<file path="config.mk">
export PLATFORM = sky130hd
export DESIGN_NAME = adc_volt_display_flat
export DESIGN_NICKNAME = d
export VERILOG_FILES = /design/src/rtl/adc_volt_display_if.sv /design/src/rtl/adc_volt_display.sv /design/src/flat_wrapper.sv
export SDC_FILE = /design/constraint.sdc
export NUM_CORES = 1
export LEC_CHECK = 0
export CAP_MARGIN = 10
export CORE_ASPECT_RATIO = 1.1
export CORE_MARGIN = 3
export CORE_UTILIZATION = 53
export CTS_CLUSTER_DIAMETER = 60
export DETAILED_ROUTE_END_ITERATION = 10
export HOLD_SLACK_MARGIN = 0.03
export PLACE_DENSITY = 0.74
export SETUP_SLACK_MARGIN = 0.1
export SLEW_MARGIN = 0
export SYNTH_ARGS = -nofsm -noshare
export SYNTH_HDL_FRONTEND = slang
export SYNTH_SLANG_ARGS = --single-unit
</file>
<file path="constraint.sdc">
create_clock -name DCLK -period 2.7 [get_ports DCLK]
set_clock_uncertainty 0.05 [all_clocks]
set_input_delay 0.81 -clock DCLK [delete_from_list [all_inputs] [get_ports DCLK]]
set_output_delay 0.81 -clock DCLK [all_outputs]
set_load 0.005 [all_outputs]
</file>
<file path="src/rtl/adc_volt_display_if.sv">
// Handshake and display bus between an ADC-code producer and adc_volt_display.
// The master drives the code strobe; the slave returns status, BCD digits and the 7-seg drive.
interface adc_volt_display_if;
  logic [11:0] code_in;
  logic        code_valid;
  logic        busy;
  logic [15:0] digits;
  logic [7:0]  seg;
  logic [3:0]  ans;

  modport master (
    output code_in,
    output code_valid,
    input  busy,
    input  digits,
    input  seg,
    input  ans
  );

  modport slave (
    input  code_in,
    input  code_valid,
    output busy,
    output digits,
    output seg,
    output ans
  );
endinterface

</file>
<file path="src/rtl/adc_volt_display.sv">
// Converts a 12-bit unipolar XADC code to millivolts, then to BCD by double-dabble,
// and scans the result onto a 4-digit active-low 7-segment display as "U.ddd".
module adc_volt_display #(
  parameter int REFRESH_DIV = 100000
) (
  input  logic               DCLK,
  input  logic               RESET_N,
  adc_volt_display_if.slave  bus
);

  localparam logic [1:0] S_IDLE = 2'd0;
  localparam logic [1:0] S_MUL  = 2'd1;
  localparam logic [1:0] S_BCD  = 2'd2;
  localparam logic [1:0] S_DONE = 2'd3;

  localparam int CW = (REFRESH_DIV > 1) ? $clog2(REFRESH_DIV) : 1;
  localparam logic [CW-1:0] CNT_LAST = CW'(REFRESH_DIV - 1);

  logic [1:0]    state_q, state_d;
  logic [11:0]   code_q, code_d;
  logic [9:0]    mv_q, mv_d;
  logic [11:0]   bcd_q, bcd_d;
  logic [3:0]    iter_q, iter_d;
  logic [15:0]   digits_q, digits_d;
  logic [21:0]   product;
  logic [11:0]   bcd_adj;

  logic [CW-1:0] cnt_q, cnt_d;
  logic [1:0]    sel_q, sel_d;
  logic [3:0]    ans_q, ans_d;
  logic [7:0]    seg_q, seg_d;
  logic [3:0]    nib;

  function automatic logic [3:0] add3(input logic [3:0] n);
    return (n >= 4'd5) ? n + 4'd3 : n;
  endfunction

  function automatic logic [6:0] dec7(input logic [3:0] n);
    logic [6:0] s;
    case (n)
      4'd0:    s = 7'h40;
      4'd1:    s = 7'h79;
      4'd2:    s = 7'h24;
      4'd3:    s = 7'h30;
      4'd4:    s = 7'h19;
      4'd5:    s = 7'h12;
      4'd6:    s = 7'h02;
      4'd7:    s = 7'h78;
      4'd8:    s = 7'h00;
      4'd9:    s = 7'h10;
      default: s = 7'h7F;
    endcase
    return s;
  endfunction

  // code*1000 as shift-and-subtract; max 4095*1000 fits in 22 bits
  assign product = ({10'd0, code_q} << 10) - ({10'd0, code_q} << 4) - ({10'd0, code_q} << 3);
  assign bcd_adj = {add3(bcd_q[11:8]), add3(bcd_q[7:4]), add3(bcd_q[3:0])};

  always_comb begin
    state_d  = state_q;
    code_d   = code_q;
    mv_d     = mv_q;
    bcd_d    = bcd_q;
    iter_d   = iter_q;
    digits_d = digits_q;
    case (state_q)
      S_IDLE: begin
        if (bus.code_valid) begin
          code_d  = bus.code_in;
          state_d = S_MUL;
        end
      end
      S_MUL: begin
        mv_d    = product[21:12];
        bcd_d   = 12'd0;
        iter_d  = 4'd0;
        state_d = S_BCD;
      end
      S_BCD: begin
        bcd_d  = {bcd_adj[10:0], mv_q[9]};
        mv_d   = {mv_q[8:0], 1'b0};
        iter_d = iter_q + 4'd1;
        if (iter_q == 4'd9) begin
          state_d = S_DONE;
        end
      end
      default: begin
        digits_d = {4'h0, bcd_q};
        state_d  = S_IDLE;
      end
    endcase
  end

  // Scan path is computed from next-state select and digits so seg/ans move together
  always_comb begin
    cnt_d = cnt_q + CW'(1);
    sel_d = sel_q;
    if (cnt_q == CNT_LAST) begin
      cnt_d = '0;
      sel_d = sel_q + 2'd1;
    end
    case (sel_d)
      2'd0:    nib = digits_d[3:0];
      2'd1:    nib = digits_d[7:4];
      2'd2:    nib = digits_d[11:8];
      default: nib = digits_d[15:12];
    endcase
    ans_d = ~(4'b0001 << sel_d);
    seg_d = {(sel_d != 2'd3), dec7(nib)};
  end

  always_ff @(posedge DCLK or negedge RESET_N) begin
    if (!RESET_N) begin
      state_q  <= S_IDLE;
      code_q   <= 12'd0;
      mv_q     <= 10'd0;
      bcd_q    <= 12'd0;
      iter_q   <= 4'd0;
      digits_q <= 16'h0000;
      cnt_q    <= '0;
      sel_q    <= 2'd0;
      ans_q    <= 4'b1110;
      seg_q    <= 8'hC0;
    end else begin
      state_q  <= state_d;
      code_q   <= code_d;
      mv_q     <= mv_d;
      bcd_q    <= bcd_d;
      iter_q   <= iter_d;
      digits_q <= digits_d;
      cnt_q    <= cnt_d;
      sel_q    <= sel_d;
      ans_q    <= ans_d;
      seg_q    <= seg_d;
    end
  end

  assign bus.busy   = (state_q != S_IDLE);
  assign bus.digits = digits_q;
  assign bus.seg    = seg_q;
  assign bus.ans    = ans_q;

endmodule

</file>
<file path="src/flat_wrapper.sv">
// flat-port wrapper written by rule: the top's interface ports become plain ports
module adc_volt_display_flat 
#(
  parameter int REFRESH_DIV = 100000
)
  (DCLK, RESET_N, bus_code_in, bus_code_valid, bus_busy, bus_digits, bus_seg, bus_ans);
  adc_volt_display_if bus_i ();
  input  logic DCLK;
  input  logic RESET_N;
  input wire logic [$bits(bus_i.code_in)-1:0] bus_code_in;
  input wire logic [$bits(bus_i.code_valid)-1:0] bus_code_valid;
  output wire logic [$bits(bus_i.busy)-1:0] bus_busy;
  output wire logic [$bits(bus_i.digits)-1:0] bus_digits;
  output wire logic [$bits(bus_i.seg)-1:0] bus_seg;
  output wire logic [$bits(bus_i.ans)-1:0] bus_ans;
  assign bus_i.code_in = bus_code_in;
  assign bus_i.code_valid = bus_code_valid;
  assign bus_busy = bus_i.busy;
  assign bus_digits = bus_i.digits;
  assign bus_seg = bus_i.seg;
  assign bus_ans = bus_i.ans;
  adc_volt_display #(.REFRESH_DIV(REFRESH_DIV)) u_core (.DCLK(DCLK), .RESET_N(RESET_N), .bus(bus_i));
endmodule
</file>
# ---- Word-level counts from Yosys, hierarchy flattened
# Memories as Yosys holds them, arrays and structs flattened. A register that Yosys moved wholly into a read port is not among the register bits.
# Index checks and enable logic that the tools add are counted.
dict set report word_totals {
  reg_bits 87
  romBits 112
  input_bits 15
  out_inout_bits 29
  word_cells 54
  n_memories 1
}
dict set report classes {
  n_addsub 8
  order_cmp 3
  n_eq_ne 9
  shifts 1
  n_mux 13
  n_bitwise 1
  reduce_logical 8
}
# name depth word_bits rd rd_clocked_by_memory_dff wr line_no
set mem_list {}
lappend mem_list {{(no name shown)} 16 7 1 1 0 adc_volt_display.sv:40} ;# case (n)
# cell count
set ops {}
lappend ops {{12-bit one-hot mux with 2 select lines} 1}
lappend ops {{22-bit by 15-bit subtractor with 22-bit output} 1}
lappend ops {{22-bit by 16-bit subtractor with 22-bit output} 1}
lappend ops {{10-bit one-hot mux with 2 select lines} 1}
lappend ops {{17-bit by 1-bit adder with 17-bit output, second input constant} 1}
lappend ops {{17-bit equality test, second input constant} 1}
lappend ops {{17-bit two-way mux} 1}
lappend ops {{16-bit two-way mux} 1}
lappend ops {{4-bit by 3-bit greater-or-equal comparator with 1-bit output, second input constant} 3}
lappend ops {{4-bit one-hot mux with 3 select lines} 1}
lappend ops {{4-bit by 2-bit adder with 4-bit output, second input constant} 2}
lappend ops {{4-bit two-way mux} 2}
lappend ops {{4-bit one-hot mux with 2 select lines} 1}
lappend ops {{2-bit two-way mux} 3}
lappend ops {{2-bit one-hot mux with 3 select lines} 1}
lappend ops {{4-bit by 1-bit adder with 4-bit output, second input constant} 1}
lappend ops {{2-bit by 1-bit equality test with 1-bit output, second input constant} 2}
lappend ops {{2-bit equality test, second input constant} 2}
lappend ops {{4-bit equality test, second input constant} 1}
lappend ops {{2-bit zero test} 2}
lappend ops {{2-bit != test, second input constant} 2}
lappend ops {{4-bit NOT} 1}
lappend ops {{2-bit AND reduction} 2}
lappend ops {{2-bit nonzero test} 2}
lappend ops {{other kinds (7)} 7}

# ---- Depth between registers and ports, before layout
# Gate-level depths: netlist of the first run.
dict set report logic_depth {
  ltp_word 4
  mapped_depth 12
  depth_no_buf 11
}

# ---- Worst setup path after synthesis of the first run
# No wires, ideal clock.
dict set report synth_timing {
  path_type {register to register}
  from {register u_core.code_q[0]}
  to {register u_core.mv_q[7]}
  setup_time_ps 94
  arrival_ps 2559
  t_required_ps 2556
  slack_ps -3
  stages_incl_launch_ff 11
  path_buffers 0
  period_less_slack_ps 2703
  cell_sequence {dfrtp_1 -> inv_1 -> fa_1 -> inv_1 -> ha_1 -> nand4_1 -> a21oi_1 -> o311ai_0 -> a211oi_1 -> mux2_2 -> a211oi_1}
}
dict set report synth_between {
  elab_chain_len 3
}
# item line_no
set synth_rtl {}
lappend synth_rtl {{from (decl)} adc_volt_display.sv:20} ;# logic [11:0] code_q, code_d;
lappend synth_rtl {{from (signal assigned)} adc_volt_display.sv:127} ;# code_q <= code_d;
lappend synth_rtl {{22-bit by 16-bit subtractor with 22-bit output} adc_volt_display.sv:57} ;# assign product = ({10'd0, code_q} << 10) - ({10'd0, code_q} << 4) - ({10'd0, code_q} << 3);
lappend synth_rtl {{22-bit by 15-bit subtractor with 22-bit output (*)} adc_volt_display.sv:57}
lappend synth_rtl {{10-bit one-hot mux with 2 select lines (*)} adc_volt_display.sv:67} ;# case (state_q)
lappend synth_rtl {{to (signal assigned)} adc_volt_display.sv:128} ;# mv_q <= mv_d;
lappend synth_rtl {{to (decl)} adc_volt_display.sv:21} ;# logic [9:0] mv_q, mv_d;
# Mark *: on every way between the ends. The rest lies on a longest branch, timed or not.
# A chain may end at the register's enable or synchronous reset.

# ---- Final worst setup path of the first run
dict set report layout_timing {
  from {register u_core.cnt_q[1]}
  to {register u_core.seg_q[0], in the netlist u_core.bus.seg[0]}
}
dict set report layout_between {
  elab_chain_len 4
  word_cells_on_any_way 6
  classes_between {eq/ne (3); mux (2); reduce/logical (1)}
}
# item line_no
set layout_rtl {}
lappend layout_rtl {{from (decl)} adc_volt_display.sv:28} ;# logic [CW-1:0] cnt_q, cnt_d;
lappend layout_rtl {{from (signal assigned)} adc_volt_display.sv:132} ;# cnt_q <= cnt_d;
lappend layout_rtl {{17-bit equality test (*)} adc_volt_display.sv:99} ;# if (cnt_q == CNT_LAST) begin
lappend layout_rtl {{2-bit two-way mux (*)} adc_volt_display.sv:99}
lappend layout_rtl {{2-bit equality test (tied with other cells)} adc_volt_display.sv:103} ;# case (sel_d)
lappend layout_rtl {{4-bit one-hot mux with 3 select lines (*)} adc_volt_display.sv:103}
lappend layout_rtl {{to (decl)} adc_volt_display.sv:31} ;# logic [7:0] seg_q, seg_d;
# Marked as above.

==> results of run 1 <==
routing by layer:
layer	vias to the layer above	wire, um	track usage, %
li1	1956	-	-
met5	-	0	0
met4	0	190	5.674
met1	2032	5148	26.99
met2	99	6017	33.46
met3	21	477	3.902
state kept, by name, indices dropped and copies added, names as in the netlist:
name	flops
u_core.bcd_q	12
u_core.bus.ans	3
u_core.bus.digits	16
u_core.bus.seg	8
u_core.cnt_q	17
u_core.code_q	12
u_core.iter_q	4
u_core.mv_q	10
u_core.sel_q	2
u_core.state_q	2
where the power goes:
group / switching [uW] / leakage [uW] / internal (uW)
combinational: 3230 / 0.00169 / 2960
clock: 505 / 0.000112 / 491
sequential: 172 / 0.00112 / 1570
total: 3910 / 0.00292 / 5010
worst paths after layout:
kind / start / to / slack, ps / depth (start not counted)
min: RESET_N / u_core.iter_q[3] / 290 / 1
min in group DCLK: u_core.cnt_q[4] / u_core.cnt_q[4] / 450 / 1
max reg2reg: u_core.cnt_q[1] / u_core.bus.seg[0] / 100 / 10
max in group asynchronous: RESET_N / u_core.bus.seg[7] / 1620 / 2
max: u_core.cnt_q[1] / u_core.bus.seg[0] / 100 / 10
min reg2reg: u_core.cnt_q[4] / u_core.cnt_q[4] / 450 / 1
repair_timing:
| action | CTS | global route |
|---|---|---|
| setup buffers | 10 | 9 |
| gates cloned | 0 | 1 |
| pin swaps | 9 | 32 |
| endpoints found under the setup margin | 11 | 14 |
| gates resized for setup | 15 | 57 |
synth_stat cells (12+ instances only):
library cell | instances | area [um2]
ha_1 | 45 | 563.0
nand3_1 | 17 | 85.08
xnor2_1 | 20 | 175.2
inv_1 | 46 | 172.7
nand2_1 | 29 | 108.9
mux2_2 | 24 | 270.3
a21oi_1 | 32 | 160.2
nor3_1 | 12 | 60.06
dfrtp_1 | 82 | 2052
mux2i_1 | 17 | 170.2
o21ai_0 | 25 | 125.1
nor2_1 | 23 | 86.33
per-stage QoR:
step	util, %	cell area, um2	TNS [ps]	hold slack (ps)
4_1_cts	66.15	6309	0	302.5
3_3_place_gp	62.74	5983	0	408.0
5_1_grt	70.22	6696	-85.41	306.0
3_5_place_dp	62.74	5983	-65.39	423.8
6_report	70.22	6696	0	291.3
2_1_floorplan	-	5300	0	391.2
cell type report:
cell class              count  area, um2  share of cell area (%)
clock buffers              11      151.4                   2.261
well taps                 117      146.4                   2.186
flip-flops and latches     86       2158                   32.23
clock inverters             5      63.81                  0.9529
inverters                  46      172.7                   2.578
repair buffers             88      800.8                   11.96
multi-input cells         359       3203                   47.83
kinds of logic (layout without fill, tap and decap cells):
group,Yosys count,after routing,share of synthesized area [%]
AND/OR/NAND/NOR,133,134,14.04
AO/OA/AOI/OAI,102,102,12.24
flip-flops,86,86,40.82
buffers and inverters,64,150,5.375
adder cells (fa/ha/maj),50,50,12.55
multiplexers,48,48,10.82
XOR/XNOR,25,25,4.144
critical path: cells and delay by family (launching register included):
kind | cells | cell delay, ps
adder cells (fa/ha/maj) | 2 | 360
AO/OA/AOI/OAI | 1 | 80
multiplexers | 3 | 770
flip-flops | 1 | 380
buffers and inverters | 2 | 320
AND/OR/NAND/NOR | 2 | 520
==> summary.md, run 1 <==
| Metric | Value |
|---|---|
| Vias in the first global route | ~4.1k |
| Number of antenna diodes | 0 |
| Design Power | 8923 uW |
| GRT Total Usage | 20.26% |
| Num rows | 37 |
| Leak Pwr | just under 0.003 uW |
| Routability Congestion | 0.8706 |
| Hold Crit Class | in -> async |
| Crit path capture type | flop |
| Async SR Flop Fraction | 100.0% |
| I/O Pins | 44 |
| Routed WL per cell | 16.62 um |
| Final wirelength | 11830 um |
| Final Non-Filler Cells | around 710 |
| DR iter-0 viols | 171 |
| CP max FO | 6 |
| Critical path, cell by cell | ha_1 > and4_4 > and4_4 > buf_4 > mux2i_1 > mux4_2 > buf_4 > ha_4 > mux2i_1 > a21oi_1 |
| First-pass detailed-route iteration total | 5 |
| Initial antenna violation count | 0 |
| Hold_buf cts | 0 |
| Pwr dens | 1332 mW/mm2 |
| Fmax | 385.1 MHz |
| Final setup vio count | 0 |
| Largest net degree at the start of global routing | 62 |
| Actual slew at the worst max-slew pin | around 730 ps |
| Unrepaired setup endpoints after global routing | yes |
| Clock root cell | clkbuf_8 |
| Syn. warnings | 0 |
| Crit-path slowest cell | mux4_2 |
| TritonCTS Buffers | 9 |
| Syn Area/Cell | approximately 10 um2 |
| Starting Density | about 55% |
| Synth Register Bits | 86 |
| Final worst path period need | about 2600 ps |
| Final hold viol count | 0 |
| Die H | 110.7 um |
| Final nets | 655 |
| Post-synth EDFFs | 0 |
| Commonest non-fill, non-tap cell in the layout | dfrtp_1 |
| Startpoint types | flop |
| Syn nets | 573 |
| Final Cycle Share | 96.17% |
| Via density | 5.770 |
| Worst EP arrival | 2790 ps |
| Yosys cell types | 66 |
| Final WS setup | just over 100 ps |
| Area Growth Syn to Fin | 26.73% |
| Remaining global-route overflow | 0 |
| Via Count | 4108 |
| Max_cap viols | 0 |
| Kind of critical path | reg -> reg |
| DRT antenna net count | 0 |
| Die Area | roughly 0.011 mm2 |
| Main synth FF type | dfrtp_1 |
| Final Max Slew Viols | 0 |
| DP HPWL | 8015 um |
| Commonest non-fill, non-tap cells in the layout | dfrtp_1 (81), buf_4 (42), clkdlybuf4s50_1 (41) |
| Sequential share of the synthesized area | 40.82% |
| TritonCTS clock tree | yes |
| DR DRC count | 0 |
| CTS H-tree depth | 3 |
| Fill count | 675 |
| Inst Count DP | 676 |
| Worst-Skew Late Latency | between 300 and 400 ps |
| First-pass GRT wire length | roughly 19000 um |
| Worst VDD drop | 0.001070 V |
| Critical Path Max Stage Delay | 570 ps |
| Slew HR | 51.52% |
| Cell count after synthesis | 508 |
| Synth Cell Area | 0.005284 mm2 |
| Die Width | roughly 100 um |
| Share of layout cells above drive strength 1 | 26.55% |
| Port Buf Inserts | 43 |
| Status | completed |
| Reg clk slew, reported paths | 100 ps |
| Core ar. | ~0.0095 mm2 |
| Required @ worst endpoint | 2890 ps |
| Dpl ws | -61.60 ps |
| Clk sinks | 86 |
| Buffer depth of the longest clock path | 2 |
Note: power is estimated with default switching activity, not from simulation.
==> run 2, diff against run 1 <==
--- a/config.mk
+++ b/config.mk
@@ -5,10 +5,12 @@
 export SDC_FILE = /design/constraint.sdc
 export NUM_CORES = 1
 export LEC_CHECK = 0
-export CAP_MARGIN = 10
+export CAP_MARGIN = 30
+export CELL_PAD_IN_SITES_DETAIL_PLACEMENT = 1
+export CELL_PAD_IN_SITES_GLOBAL_PLACEMENT = 1
 export CORE_ASPECT_RATIO = 1.1
 export CORE_MARGIN = 3
-export CORE_UTILIZATION = 53
+export CORE_UTILIZATION = 42
 export CTS_CLUSTER_DIAMETER = 60
 export DETAILED_ROUTE_END_ITERATION = 10
 export HOLD_SLACK_MARGIN = 0.03
==> summary.md, run 2 (synthesized netlist as in run 1, its figures left out) <==
| Metric | Value |
|---|---|
| Largest net degree at the start of global routing | 44 (was 62) |
| Dpl cell area | 0.006132 mm2 (was 0.005983 mm2) |
| Via Count | 4241 (was 4108) |
| Failing checks | setup timing |
| Die Width | 112.9 um (was 101.2 um) |
| Leak Pwr | 0.003000 uW (was 0.002920 uW) |
| Share of layout cells above drive strength 1 | 29.84% (was 26.55%) |
| CP most frequent cell | inv_2 |
| Die H | 123.6 um (was 110.7 um) |
| CP max FO | 4 (was 6) |
| Buffer depth of the longest clock path | 2 (unchanged) |
| R2R Path End | u_core.mv_q[7] (was u_core.bus.seg[0]) |
| Starting Density | 43.34% (was 55.41%) |
| Worst-Skew Late Latency | 350 ps (was 360 ps) |
| Critical path, cell by cell | inv_2 > fa_1 > inv_2 > ha_4 > nand4_1 > a21oi_2 > o311ai_2 > buf_4 > a211oi_4 > mux2_4 > a211oi_2 (was ha_1 > and4_4 > and4_4 > buf_4 > mux2i_1 > mux4_2 > buf_4 > ha_4 > mux2i_1 > a21oi_1) |
| Num rows | 42 (was 37) |
| Final hold viol count | 0 (unchanged) |
| Via density | 5.551 (was 5.770) |
| Pwr dens | 1379 mW/mm2 (was 1332 mW/mm2) |
| CTS H-tree depth | 3 (unchanged) |
| Commonest non-fill, non-tap cell in the layout | dfrtp_1 (unchanged) |
| Slew HR | 60.33% (was 51.52%) |
| TritonCTS clock tree | yes (unchanged) |
| Max reg flops | 17 (unchanged) |
| Crit-path slowest cell | fa_1 (was mux4_2) |
| Dpl ws | -58.02 ps (was -61.60 ps) |
| Critical Path Max Stage Delay | 560 ps (was 570 ps) |
| Largest Register | u_core.cnt_q (unchanged) |
| DP HPWL | 9981 um (was 8015 um) |
| Port Buf Inserts | 43 (unchanged) |
| Inst Count DP | 730 (was 676) |
| Startpoint types | flop (unchanged) |
| Final Max Slew Viols | 0 (unchanged) |
| Actual slew at the worst max-slew pin | 595.1 ps (was 727.2 ps) |
| Max_cap viols | 0 (unchanged) |
| Core ar. | 0.01219 mm2 (was 0.009537 mm2) |
| First-pass GRT wire length | 21910 um (was 18640 um) |
| Final Non-Filler Cells | 764 (was 712) |
| GRT Total Usage | 19.82% (was 20.26%) |
| Die Area | 0.01396 mm2 (was 0.01120 mm2) |
| First-pass detailed-route iteration total | 4 (was 5) |
| Commonest non-fill, non-tap cells in the layout | dfrtp_1 (79), buf_4 (57), clkdlybuf4s50_1 (42) (was dfrtp_1 (81), buf_4 (42), clkdlybuf4s50_1 (41)) |
| DR DRC count | 0 (unchanged) |
| Routability Congestion | 0.7902 (was 0.8706) |
| Unrepaired setup endpoints after global routing | yes (unchanged) |
| Worst VDD drop | 0.0009580 V (was 0.001070 V) |
| Remaining global-route overflow | 0 (unchanged) |
| Final setup vio count | 1 (was 0) |
| TritonCTS Buffers | 9 (unchanged) |
| DR iter-0 viols | 153 (was 171) |
| Final WS setup | -35.46 ps (was 103.4 ps) |
| Routed WL per cell | 19.33 um (was 16.62 um) |
| Worst R2R Setup Slack | -40 ps (was 100 ps) |
| Reg clk slew, reported paths | 70 ps (was 100 ps) |
| Design Power | 9636 uW (was 8923 uW) |
| Final worst path period need | 2735 ps (was 2597 ps) |
| Status | finished with violations (was completed) |
| Worst-case reg-to-reg path depth | 11 (was 10) |
| I/O Pins | 44 (unchanged) |
| Vias in the first global route | 4371 (was 4112) |
| Clock root cell | clkbuf_16 (was clkbuf_8) |
| Worst EP arrival | 2950 ps (was 2790 ps) |
| Required @ worst endpoint | 2910 ps (was 2890 ps) |
| DRT antenna net count | 0 (unchanged) |
| Fmax | 365.6 MHz (was 385.1 MHz) |
| Area Growth Syn to Fin | 32.23% (was 26.73%) |
| FF-to-FF Start | u_core.code_q[0] (was u_core.cnt_q[1]) |
| Crit path capture type | flop (unchanged) |
| Final Cycle Share | 101.3% (was 96.17%) |
| Initial antenna violation count | 0 (unchanged) |
| Final wirelength | 14770 um (was 11830 um) |
| Number of antenna diodes | 0 (unchanged) |
| Kind of critical path | reg -> reg (unchanged) |
| Final nets | 670 (was 655) |
| Clk sinks | 86 (unchanged) |
| Hold Crit Class | in -> async (unchanged) |
| Design Area, Final | 0.006987 mm2 (was 0.006696 mm2) |
run 2: through the flow:
step	utilization [%]	hold slack, ps	TNS (ps)
final	57.31	389.7	-35.46
after detailed placement	50.30	425.3	-198.1
after floorplan	-	391.2	0
after CTS	53.14	410.0	0
after global placement	50.30	411.4	-28.56
after global routing	57.31	427.6	-309.4
run 2: power by group:
part	total (uW)	switching [uW]	internal [uW]	leakage (uW)
sequential	1750	184	1570	0.00112
combinational	6700	3490	3210	0.00175
clock	1190	555	631	0.000134
run 2: repair_timing:
action | CTS | global route
gates resized for setup | 19 | 65
pin swaps | 5 | 32
endpoints found under the setup margin | 12 | 15
cloned | 0 | 1
hold buffers | 0 | 0
buffers inserted | 1 | 17
run 2: worst max path at each step:
stage | cells after the start | slack (ps) | to | from
2_1_floorplan | 10 | 80 | u_core.mv_q[7] | u_core.code_q[0]
3_3_place_gp | 11 | -30 | u_core.mv_q[7] | u_core.code_q[0]
3_5_place_dp | 11 | -60 | u_core.mv_q[7] | u_core.code_q[0]
4_1_cts | 11 | 90 | u_core.mv_q[7] | u_core.code_q[0]
5_1_grt | 11 | -140 | u_core.mv_q[7] | u_core.code_q[0]
6_report | 11 | -40 | u_core.mv_q[7] | u_core.code_q[0]
run 2: critical path: cells and delay by family, from the launching register on:
| kind | cells | cell delay [ps] |
|---|---|---|
| flip-flops | 1 | 380 |
| multiplexers | 1 | 330 |
| adder cells (fa/ha/maj) | 2 | 840 |
| AND/OR/NAND/NOR | 1 | 130 |
| buffers and inverters | 3 | 270 |
| AO/OA/AOI/OAI | 4 | 640 |
run 2: final cells by class:
type / instances / area [um2]
tap: 154 / 192.7
sequential: 86 / 2161
timing repair buffer: 104 / 930.9
multi-input combinational: 358 / 3257
fill: 1300 / 5205
clock inverter: 6 / 43.79
clock buffer: 10 / 229.0
inverter: 46 / 172.7
run 2: layer usage:
metal | track usage [%] | vias to the layer above | wire length [um]
met2 | 35.63 | 94 | 7752
met4 | 7.137 | 0 | 327
met1 | 24.52 | 2143 | 6242
li1 | - | 1978 | -
met3 | 2.527 | 26 | 446
met5 | 0 | - | 0
